--- src/rtl/oam_dma.sv ---
// -----------------------------------------------------------------------------
// oam_dma
//   OAM DMA controller behind CPU register $4014. A CPU write of page P stalls
//   the CPU through RDY, then masters the bus to copy $P00-$PFF into sprite
//   memory. Each byte is one bus read of the source address followed by one
//   bus write to the PPU OAMDATA register.
//
//   All registers update on the falling edge of i_clk.
//
// Ports
//   i_clk          system clock (falling-edge active)
//   i_reset        asynchronous, active-high reset
//   i_cs_n         chip select, low when the CPU addresses $4014
//   i_rw           CPU read/~write (0 = write)
//   i_data         CPU data bus, page number on a $4014 write
//   i_bus_data     bus read data during DMA READ cycles
//   o_rdy          CPU RDY, 0 halts the CPU
//   o_dma_active   1 while this block owns the bus (READ and WRITE)
//   o_bus_address  DMA bus address
//   o_bus_rw       DMA bus read/~write
//   o_bus_data     DMA write data, 0 outside WRITE
// -----------------------------------------------------------------------------
module oam_dma #(
    parameter logic [15:0] OAMDATA_ADDR = 16'h2004
) (
    input  logic        i_clk,
    input  logic        i_reset,
    input  logic        i_cs_n,
    input  logic        i_rw,
    input  logic [7:0]  i_data,
    input  logic [7:0]  i_bus_data,
    output logic        o_rdy,
    output logic        o_dma_active,
    output logic [15:0] o_bus_address,
    output logic        o_bus_rw,
    output logic [7:0]  o_bus_data
);

    typedef enum logic [2:0] {
        S_IDLE,
        S_HALT,
        S_ALIGN,
        S_READ,
        S_WRITE
    } state_t;

    state_t      r_state;
    logic [7:0]  r_page;
    logic [7:0]  r_index;
    logic [7:0]  r_byte;
    logic        r_parity;

    // r_byte is only non-zero while in WRITE, so it drives the write data
    // directly and the bus sees 0 in every other state.
    assign o_bus_data = r_byte;

    // Outputs are registered with the value the next state decodes to, so they
    // change on the same edge as the state and clear asynchronously on reset.
    // NOTE: every register here is assigned with <= so all updates in this
    // block see the pre-edge values (e.g. WRITE tests the old r_index).
    always_ff @(negedge i_clk or posedge i_reset) begin
        if (i_reset) begin
            r_state       <= S_IDLE;
            r_page        <= 8'h00;
            r_index       <= 8'h00;
            r_byte        <= 8'h00;
            r_parity      <= 1'b0;
            o_rdy         <= 1'b1;
            o_dma_active  <= 1'b0;
            o_bus_address <= 16'h0000;
            o_bus_rw      <= 1'b1;
        end else begin
            r_parity <= ~r_parity;

            case (r_state)
                S_IDLE: begin
                    // Only a CPU write to $4014 starts a transfer.
                    if (!i_cs_n && !i_rw) begin
                        r_page  <= i_data;
                        r_index <= 8'h00;
                        r_state <= S_HALT;
                        o_rdy   <= 1'b0;
                    end
                end

                S_HALT: begin
                    // An odd cycle here needs one extra dummy cycle so the
                    // read/write pairs land on the bus-aligned phase.
                    if (r_parity) begin
                        r_state <= S_ALIGN;
                    end else begin
                        r_state       <= S_READ;
                        o_dma_active  <= 1'b1;
                        o_bus_address <= {r_page, r_index};
                        o_bus_rw      <= 1'b1;
                    end
                end

                S_ALIGN: begin
                    r_state       <= S_READ;
                    o_dma_active  <= 1'b1;
                    o_bus_address <= {r_page, r_index};
                    o_bus_rw      <= 1'b1;
                end

                S_READ: begin
                    r_byte        <= i_bus_data;
                    r_state       <= S_WRITE;
                    o_bus_address <= OAMDATA_ADDR;
                    o_bus_rw      <= 1'b0;
                end

                S_WRITE: begin
                    r_index <= r_index + 8'd1;
                    r_byte  <= 8'h00;
                    if (r_index == 8'hFF) begin
                        // Last byte done: release the bus and the CPU.
                        r_state       <= S_IDLE;
                        o_rdy         <= 1'b1;
                        o_dma_active  <= 1'b0;
                        o_bus_address <= 16'h0000;
                        o_bus_rw      <= 1'b1;
                    end else begin
                        // Source stays within the page: the high byte is
                        // always r_page, never a carry out of r_index.
                        r_state       <= S_READ;
                        o_bus_address <= {r_page, r_index + 8'd1};
                        o_bus_rw      <= 1'b1;
                    end
                end

                default: begin
                    r_state       <= S_IDLE;
                    o_rdy         <= 1'b1;
                    o_dma_active  <= 1'b0;
                    o_bus_address <= 16'h0000;
                    o_bus_rw      <= 1'b1;
                    r_byte        <= 8'h00;
                end
            endcase
        end
    end

endmodule
--- config.mk ---
export PLATFORM = sky130hd
export DESIGN_NAME = oam_dma
export DESIGN_NICKNAME = d
export VERILOG_FILES = /design/src/rtl/oam_dma.sv
export SDC_FILE = /design/constraint.sdc
export NUM_CORES = 1
export LEC_CHECK = 0
export CAP_MARGIN = 10
export CORE_ASPECT_RATIO = 0.6
export CORE_UTILIZATION = 30
export DETAILED_ROUTE_END_ITERATION = 6
export PLACE_DENSITY_LB_ADDON = 0.08
export SETUP_SLACK_MARGIN = 0.02
export SLEW_MARGIN = 20
export SYNTH_ARGS = -nofsm -noshare
export SYNTH_HDL_FRONTEND = slang
export SYNTH_SLANG_ARGS = --single-unit
--- constraint.sdc ---
create_clock -name i_clk -period 2.1 [get_ports i_clk]
set_input_delay 0.42 -clock i_clk [delete_from_list [all_inputs] [get_ports i_clk]]
set_output_delay 0.42 -clock i_clk [all_outputs]
set_load 0.01 [all_outputs]
# == After elaboration in Yosys (flattened, before gate mapping) ==
# Cells that the tools add are included.
# word_totals
reg_bits,47
input_bits,20
out_inout_bits,27
word_cells,52
# classes
add_sub_neg,1
n_eq_ne,8
muxes,17
bitwise,4
reduce_logical,13
# op_table
cell,count
one-hot mux 16 bit (5 select lines),1
2-to-1 mux 16 bit,2
one-hot mux 8 bit (2 select lines),2
one-hot mux 3 bit (5 select lines),1
"adder 8 x 1 -> 8 bit, second input constant",1
"equality test 8 bit, second input constant",1
2-to-1 mux 8 bit,1
"equality test 3 x 2 -> 1 bit, second input constant",2
"inequality test 2 bit, second input constant",3
one-hot mux 1 bit (3 select lines),2
AND reduction 2 bit,3
AND reduction 3 bit,2
OR reduction 3 bit,2
2-to-1 mux 1 bit,5
inverter 1 bit,4
one-hot mux 1 bit (4 select lines),1
"equality test 3 x 1 -> 1 bit, second input constant",1
"equality test 3 bit, second input constant",1
zero test 3 bit,1
2-to-1 mux 3 bit,1
zero test 1 bit,2
2-to-1 mux 2 bit,1
nonzero test 2 bit,1
OR reduction 2 bit,1
logical AND 1 bit,1

# == Longest topological paths before layout ==
# Gate-level depths: netlist (run 1).
# logic_depth
depth_word,4
depth_mapped,6
mapped_depth_nobuf,5

==> results.md, run 1 <==
- CTS tree: done
- RSZ-0062 raised after global routing: yes
- Layout Area Growth over Synthesis: 43.1%
- Busiest grt layer: met1
- Drt first pass iters: 4
- Largest delay share family, worst path: flip-flops
- Mux cell area share after synthesis: 4.42%
- DRT Wirelength: 5.60 mm
- Initial Util: 32.2%
- Power Density: 636 nW/um^2
- Crit Path Class: flop to primary output
- Share of cells above drive strength 1: 34.9%
- Port Buffers: 46
- Detail Route Antenna Nets: 0
- Worst-margin pin slew: 0.879 ns
- Clock Path Buffers: 2
- Clk sink count: 47
- Num ports: 47
- CTS Buf Count: 5
- Hold buffer count at CTS: 0
- Die Ht: 68.9 um
- Total GRT Usage: 15.5%
- Worst-path clk slew: 0.05 ns
- Synth Area in XOR/XNOR: 1.57%
- Drt initial violations: 62
- Compound-Gate Fraction of Synth Area: 19.8%
- Relative slew slack: 41.0%
- Drt via density: 4.56
- Area contributors post-synth: dfrtn_1 (50%), nand2_1 (4.2%), a22o_1 (3.5%)
- Largest family of logic cells by synthesized area: compound AO/OA/AOI/OAI gates
- Mapped Nets: 228
- CTS Root Cell: clkbuf_16
- Synth Area in Simple Gates: 15.0%
- Cell area after synthesis: 2230 sq um
- HP Class: flop to flop
- Crit path capture type: primary output
- MaxCap Viol Count: 0
- Crit-path slowest cell: dfstp_2
- Leak pwr: 1.54 nW
- Post-synthesis adder-cell area fraction: 0.560%
- Ant diodes: 0
- CP Max Fanout: 2
- Fin Setup TNS: -6.26 ns
- Beginning of the critical path: o_rdy
- GR Util met2: 19.4%
- Core area: 6940 sq um
- Vias in the first global route: 1,653
- CTS H-Tree Depth: 2
- Critical path depth: 1
- Finish-stage setup viols: 34
- Nets: 309
- Sequential area share after synthesis: 52.7%
- Startpoint types: flop
- Failing checks: negative setup slack
- Clock Latency Late Sink: 0.35 ns
- Yosys top cell by area: dfrtn_1
- Worst path required time: 1.68 ns
- Area share of the largest cell type after synthesis: 50.4%
- DRC: 0
- Largest net degree at the start of global routing: 18
- Final HPWL DP: 4.11 mm
- Post-synth EDFFs: 0
- Ys async rst share: 100%
- Die extent in x: 113 um
- Status: complete, but fails checks
- Initial antenna violation count: 0
- CP arrival: 2.03 ns
- End point of the critical path: o_rdy
- Most instantiated cells after synthesis: dfrtn_1 (45), nand2_1 (25), a21oi_1 (15), nor2_1 (15), o21ai_0 (10)
- Reg2reg path depth: 5
- Placed insts: 371
- Vias: 1,773
- CP cell instances: buf_6
- Die ar.: 7810 sq um
- Final Core Density: 46.1%
- R2R Setup Slk: 0.29 ns
- Synth Instances: 207
- Crit path largest cell delay: 0.53 ns
- Final hold violations: 0
- Fillers: 666
- GRT Residual Overflow: 0
- Top-count cell post-synth: dfrtn_1
- Dominant synthesized flop cell: dfrtn_1
- Number of synthesis warnings: 0
- RD Place Congestion: 0.761
- Synth cell types: 54
- Clock skew: 0.0477 ns
- M3 GR Usage: 4.46%
- Worst VDD drop: 0.447 mV
- Layout Cells excl Fill: 389
- Final Max Tran Viols: 0
- Syn_area_per_cell: 10.8 sq um
- Met1 Usage GRT: 24.5%
- Average wire per standard cell: 14.4 um
- Setup WS post-layout: -0.352 ns
- Global-route wire length before repair: 8.88 mm
- Row count: 23
- Buffers and inverters on the worst path: 1
- Synth Register Bits: 47
- Reg2reg start: r_index[1]
- Reg-to-Reg End: o_bus_address[14]
per-layer routing:
layer	routed length (um)	vias up
met3	297	4
met1	3150	833
met5	0	-
met2	2120	36
met4	42	0
li1	-	900
worst register-to-register path: cells and delay by family, from the launching register on:
family / cells / cell delay [ns]
flip-flops: 1 / 0.59
AO/OA/AOI/OAI: 2 / 0.50
AND/OR/NAND/NOR: 2 / 0.32
adder cells (fa/ha/maj): 1 / 0.26
cells in the final DEF (no fill, tap or decap), drive strengths merged, types with 2 or more instances in the layout:
master         netlist  final
xnor2                2      2
buf                  7     69
mux2i                2      2
o32ai                3      3
inv                  8      8
bufinv               0      2
o21bai               3      3
nand4                2      2
dfstp                2      2
nor2b                2      2
nand3                5      5
a221o                3      3
mux2                 7      7
o21ai               13     13
dfrtn               45     45
nor2                15     15
a22oi                2      2
clkdlybuf4s50        0     17
o22ai                3      3
a22o                 9      9
a21oi               15     15
o22a                 2      2
nor3                 3      3
nor3b                3      3
xor2                 2      2
clkbuf               6      6
nand2               26     26
and3                 3      3
registers in the layout, summed over array words and instances, names as in the netlist:
signal and flops:
o_rdy 1, r_index 8, r_page 8, o_bus_rw 1, o_bus_data 8, r_state 3, r_parity 1, o_bus_address 16
o_dma_active 1
how the worst min path moves through the flow:
stage | start | endpoint | slack, ns | depth (start not counted)
floorplan | r_parity | r_parity | 0.40 | 1
global placement | r_page[7] | o_bus_address[15] | 0.44 | 1
detailed placement | r_page[0] | o_bus_address[8] | 0.44 | 1
CTS | r_page[7] | o_bus_address[15] | 0.45 | 1
global route | r_page[7] | o_bus_address[15] | 0.47 | 1
finish | r_page[7] | o_bus_address[15] | 0.45 | 1
stage by stage:
step,power [mW],setup WS [ns],hold slack (ns),area [sq um]
2_1_floorplan,0.958,-0.238,0.396,2250
3_3_place_gp,1.02,-0.865,0.439,3000
3_5_place_dp,1.02,-0.894,0.443,3000
4_1_cts,2.06,-0.364,0.448,3160
5_1_grt,2.11,-0.386,0.465,3200
6_report,2.03,-0.352,0.448,3200
where the power goes:
group,internal [mW],total (mW),switching [mW]
sequential,0.911,0.911,0
clock,0.688,1.04,0.352
combinational,0.0494,0.0819,0.0325
total,1.65,2.03,0.384
timing repair:
| action | in CTS | in global routing |
|---|---|---|
| gates resized for setup | 132 | 3 |
| buffers inserted | 8 | 2 |
| endpoints found under the setup margin | 45 | 37 |
| pin swaps | 1 | 0 |
area by class of cell:
class,instances,area (sq um),area share [%]
Clock buffer,6,129,4.03
Tap cell,100,125,3.91
Multi-Input combinational cell,139,970,30.3
Sequential cell,47,1180,36.9
Clock inverter,4,67.6,2.11
Timing Repair Buffer,86,698,21.8
Inverter,7,30.0,0.939
logic make-up (layout without fill, tap and decap cells):
kind of cell | Yosys count | count (layout)
buffers and inverters | 21 | 103
adder cells (fa/ha/maj) | 1 | 1
AO/OA/AOI/OAI | 61 | 61
multiplexers | 9 | 9
AND/OR/NAND/NOR | 64 | 64
XOR/XNOR | 4 | 4
flip-flops | 47 | 47
No activity file was read; power rests on OpenSTA's default activity.
==> run 2: changes to the inputs <==
--- a/config.mk
+++ b/config.mk
@@ -9,6 +9,7 @@
 export CORE_ASPECT_RATIO = 0.6
 export CORE_UTILIZATION = 30
 export DETAILED_ROUTE_END_ITERATION = 6
+export GPL_TIMING_DRIVEN = 0
 export PLACE_DENSITY_LB_ADDON = 0.08
 export SETUP_SLACK_MARGIN = 0.02
 export SLEW_MARGIN = 20
==> run 2 against run 1 <==
Effect of this change: the flow still finishes with violations (negative setup slack); register-to-register slack worse by 0.11 ns; die area unchanged; sequential power about the same; routed wire length up 3.6%; clock power down 6%; combinational power down 13%; clock skew about the same; via count up 3.8%; global-route usage up 0.33 points; cell count down 1.5%; cell area down 2.4%; clock-buffer cell count down 1.
==> results.md, run 2 (synthesis gave the netlist of run 1 again) <==
- Status: complete, but fails checks
- Failing checks: negative setup slack
- Buffers and inverters on the worst path: 1
- Placed instance area: 2840 sq um
- Crit path capture type: primary output
- Average wire per standard cell: 15.1 um
- Largest delay share family, worst path: flip-flops
- Max reg flops: 16
- Initial Util: 32.2%
- Vias in the first global route: 1,738
- Ant diodes: 0
- MaxCap Viol Count: 0
- Setup WS post-layout: -0.345 ns
- Global-route wire length before repair: 9.18 mm
- Clk sink count: 47
- CP Max Fanout: 2
- Relative slew slack: 54.4%
- CTS Root Cell: clkbuf_16
- Hold buffer count at CTS: 0
- Layout Area Growth over Synthesis: 39.7%
- Finish-stage setup viols: 34
- Power Density: 628 nW/um^2
- Share of cells above drive strength 1: 32.9%
- Worst-margin pin slew: 0.679 ns
- CP arrival: 2.03 ns
- Reg with most FFs: o_bus_address
- Initial antenna violation count: 0
- DRC: 0
- RD Place Congestion: 0.742
- Leak pwr: 1.49 nW
- Die ar.: 7810 sq um
- Num ports: 47
- Crit Path Class: flop to primary output
- Worst VDD drop: 0.311 mV
- Drt first pass iters: 4
- Placed insts: 353
- Drt via density: 4.80
- Clock skew: 0.0480 ns
- Core area: 6940 sq um
- RSZ-0062 raised after global routing: yes
- Layout Cells excl Fill: 383
- Worst-path clk slew: 0.05 ns
- Startpoint types: flop
- Die extent in x: 113 um
- Final hold violations: 0
- CP cell instances: buf_6
- Commonest cells after routing, fill and taps aside: dfrtn_1 (45), nand2_1 (25), buf_2 (23)
- GRT Residual Overflow: 0
- Worst path required time: 1.68 ns
- Final Max Tran Viols: 0
- Clock Latency Late Sink: 0.35 ns
- Crit-path slowest cell: dfstp_2
- Final HPWL DP: 3.77 mm
- Total GRT Usage: 15.8%
- HP Class: flop to flop
- Detail Route Antenna Nets: 0
- CTS H-Tree Depth: 2
- Commonest non-fill, non-tap cell in the layout: dfrtn_1
- Nets: 303
- Vias: 1,840
- Finished Cell Area: 3120 sq um
- Port Buffers: 46
- Clock Path Buffers: 2
- CTS tree: done
- DRT Wirelength: 5.80 mm
- Final Core Density: 45.0%
- Fin Setup TNS: -6.74 ns
- Row count: 23
- Crit path largest cell delay: 0.53 ns
- Drt initial violations: 87
- Hold Slack: 0.433 ns
- CTS Buf Count: 5
- Die Ht: 68.9 um
- Largest net degree at the start of global routing: 25
-- run 2: changes by cell type in the layout (fill, tap and decap cells not counted), sizes merged --
cell | previous run | this run
clkbuf | 6 | 11
clkinvlp | 1 | 2
buf | 69 | 56
clkinv | 0 | 1
-- run 2: path summary, 6_finish.rpt --
kind	from	to	slack, ns	cells after the start
max	o_rdy	o_rdy	-0.35	1
max in group asynchronous	i_reset	o_bus_rw	0.12	2
min in group asynchronous	i_reset	r_page[0]	1.56	2
min reg2reg	r_page[6]	o_bus_address[14]	0.43	1
min	r_page[6]	o_bus_address[14]	0.43	1
max reg2reg	r_index[1]	o_bus_address[15]	0.18	6
-- run 2: layout make-up --
type / instances / area [sq um]
Multi-Input combinational cell: 139 / 970
Timing Repair inverter: 1 / 7.51
Fill cell: 694 / 3810
Tap cell: 100 / 125
Clock inverter: 5 / 60.1
Buffer: 13 / 109
Inverter: 7 / 30.0
Clock buffer: 5 / 125
Timing Repair Buffer: 66 / 517
Sequential cell: 47 / 1180
-- run 2: metal layers --
metal / track usage [%] / routed length, um
met5: 0 / 0
met4: 4.44 / 46
met2: 20.6 / 2210
met3: 4.37 / 387
met1: 24.6 / 3160
-- run 2: repair_timing --
| action | in CTS | in global routing |
|---|---|---|
| endpoints found under the setup margin | 92 | 38 |
| pin swaps | 1 | 4 |
| setup buffers | 13 | 6 |
| gates cloned | 2 | 0 |
| resized for setup | 133 | 6 |
-- run 2: per-stage QoR --
step,total power [mW],worst slack [ns]
4_1_cts,1.98,-0.359
3_5_place_dp,1.00,-0.814
6_report,1.96,-0.345
3_3_place_gp,1.00,-0.798
5_1_grt,2.03,-0.380
2_1_floorplan,0.958,-0.238
-- run 2: power breakdown --
group / switching, mW / internal, mW
clock: 0.354 / 0.623
combinational: 0.0318 / 0.0393
sequential: 0 / 0.912
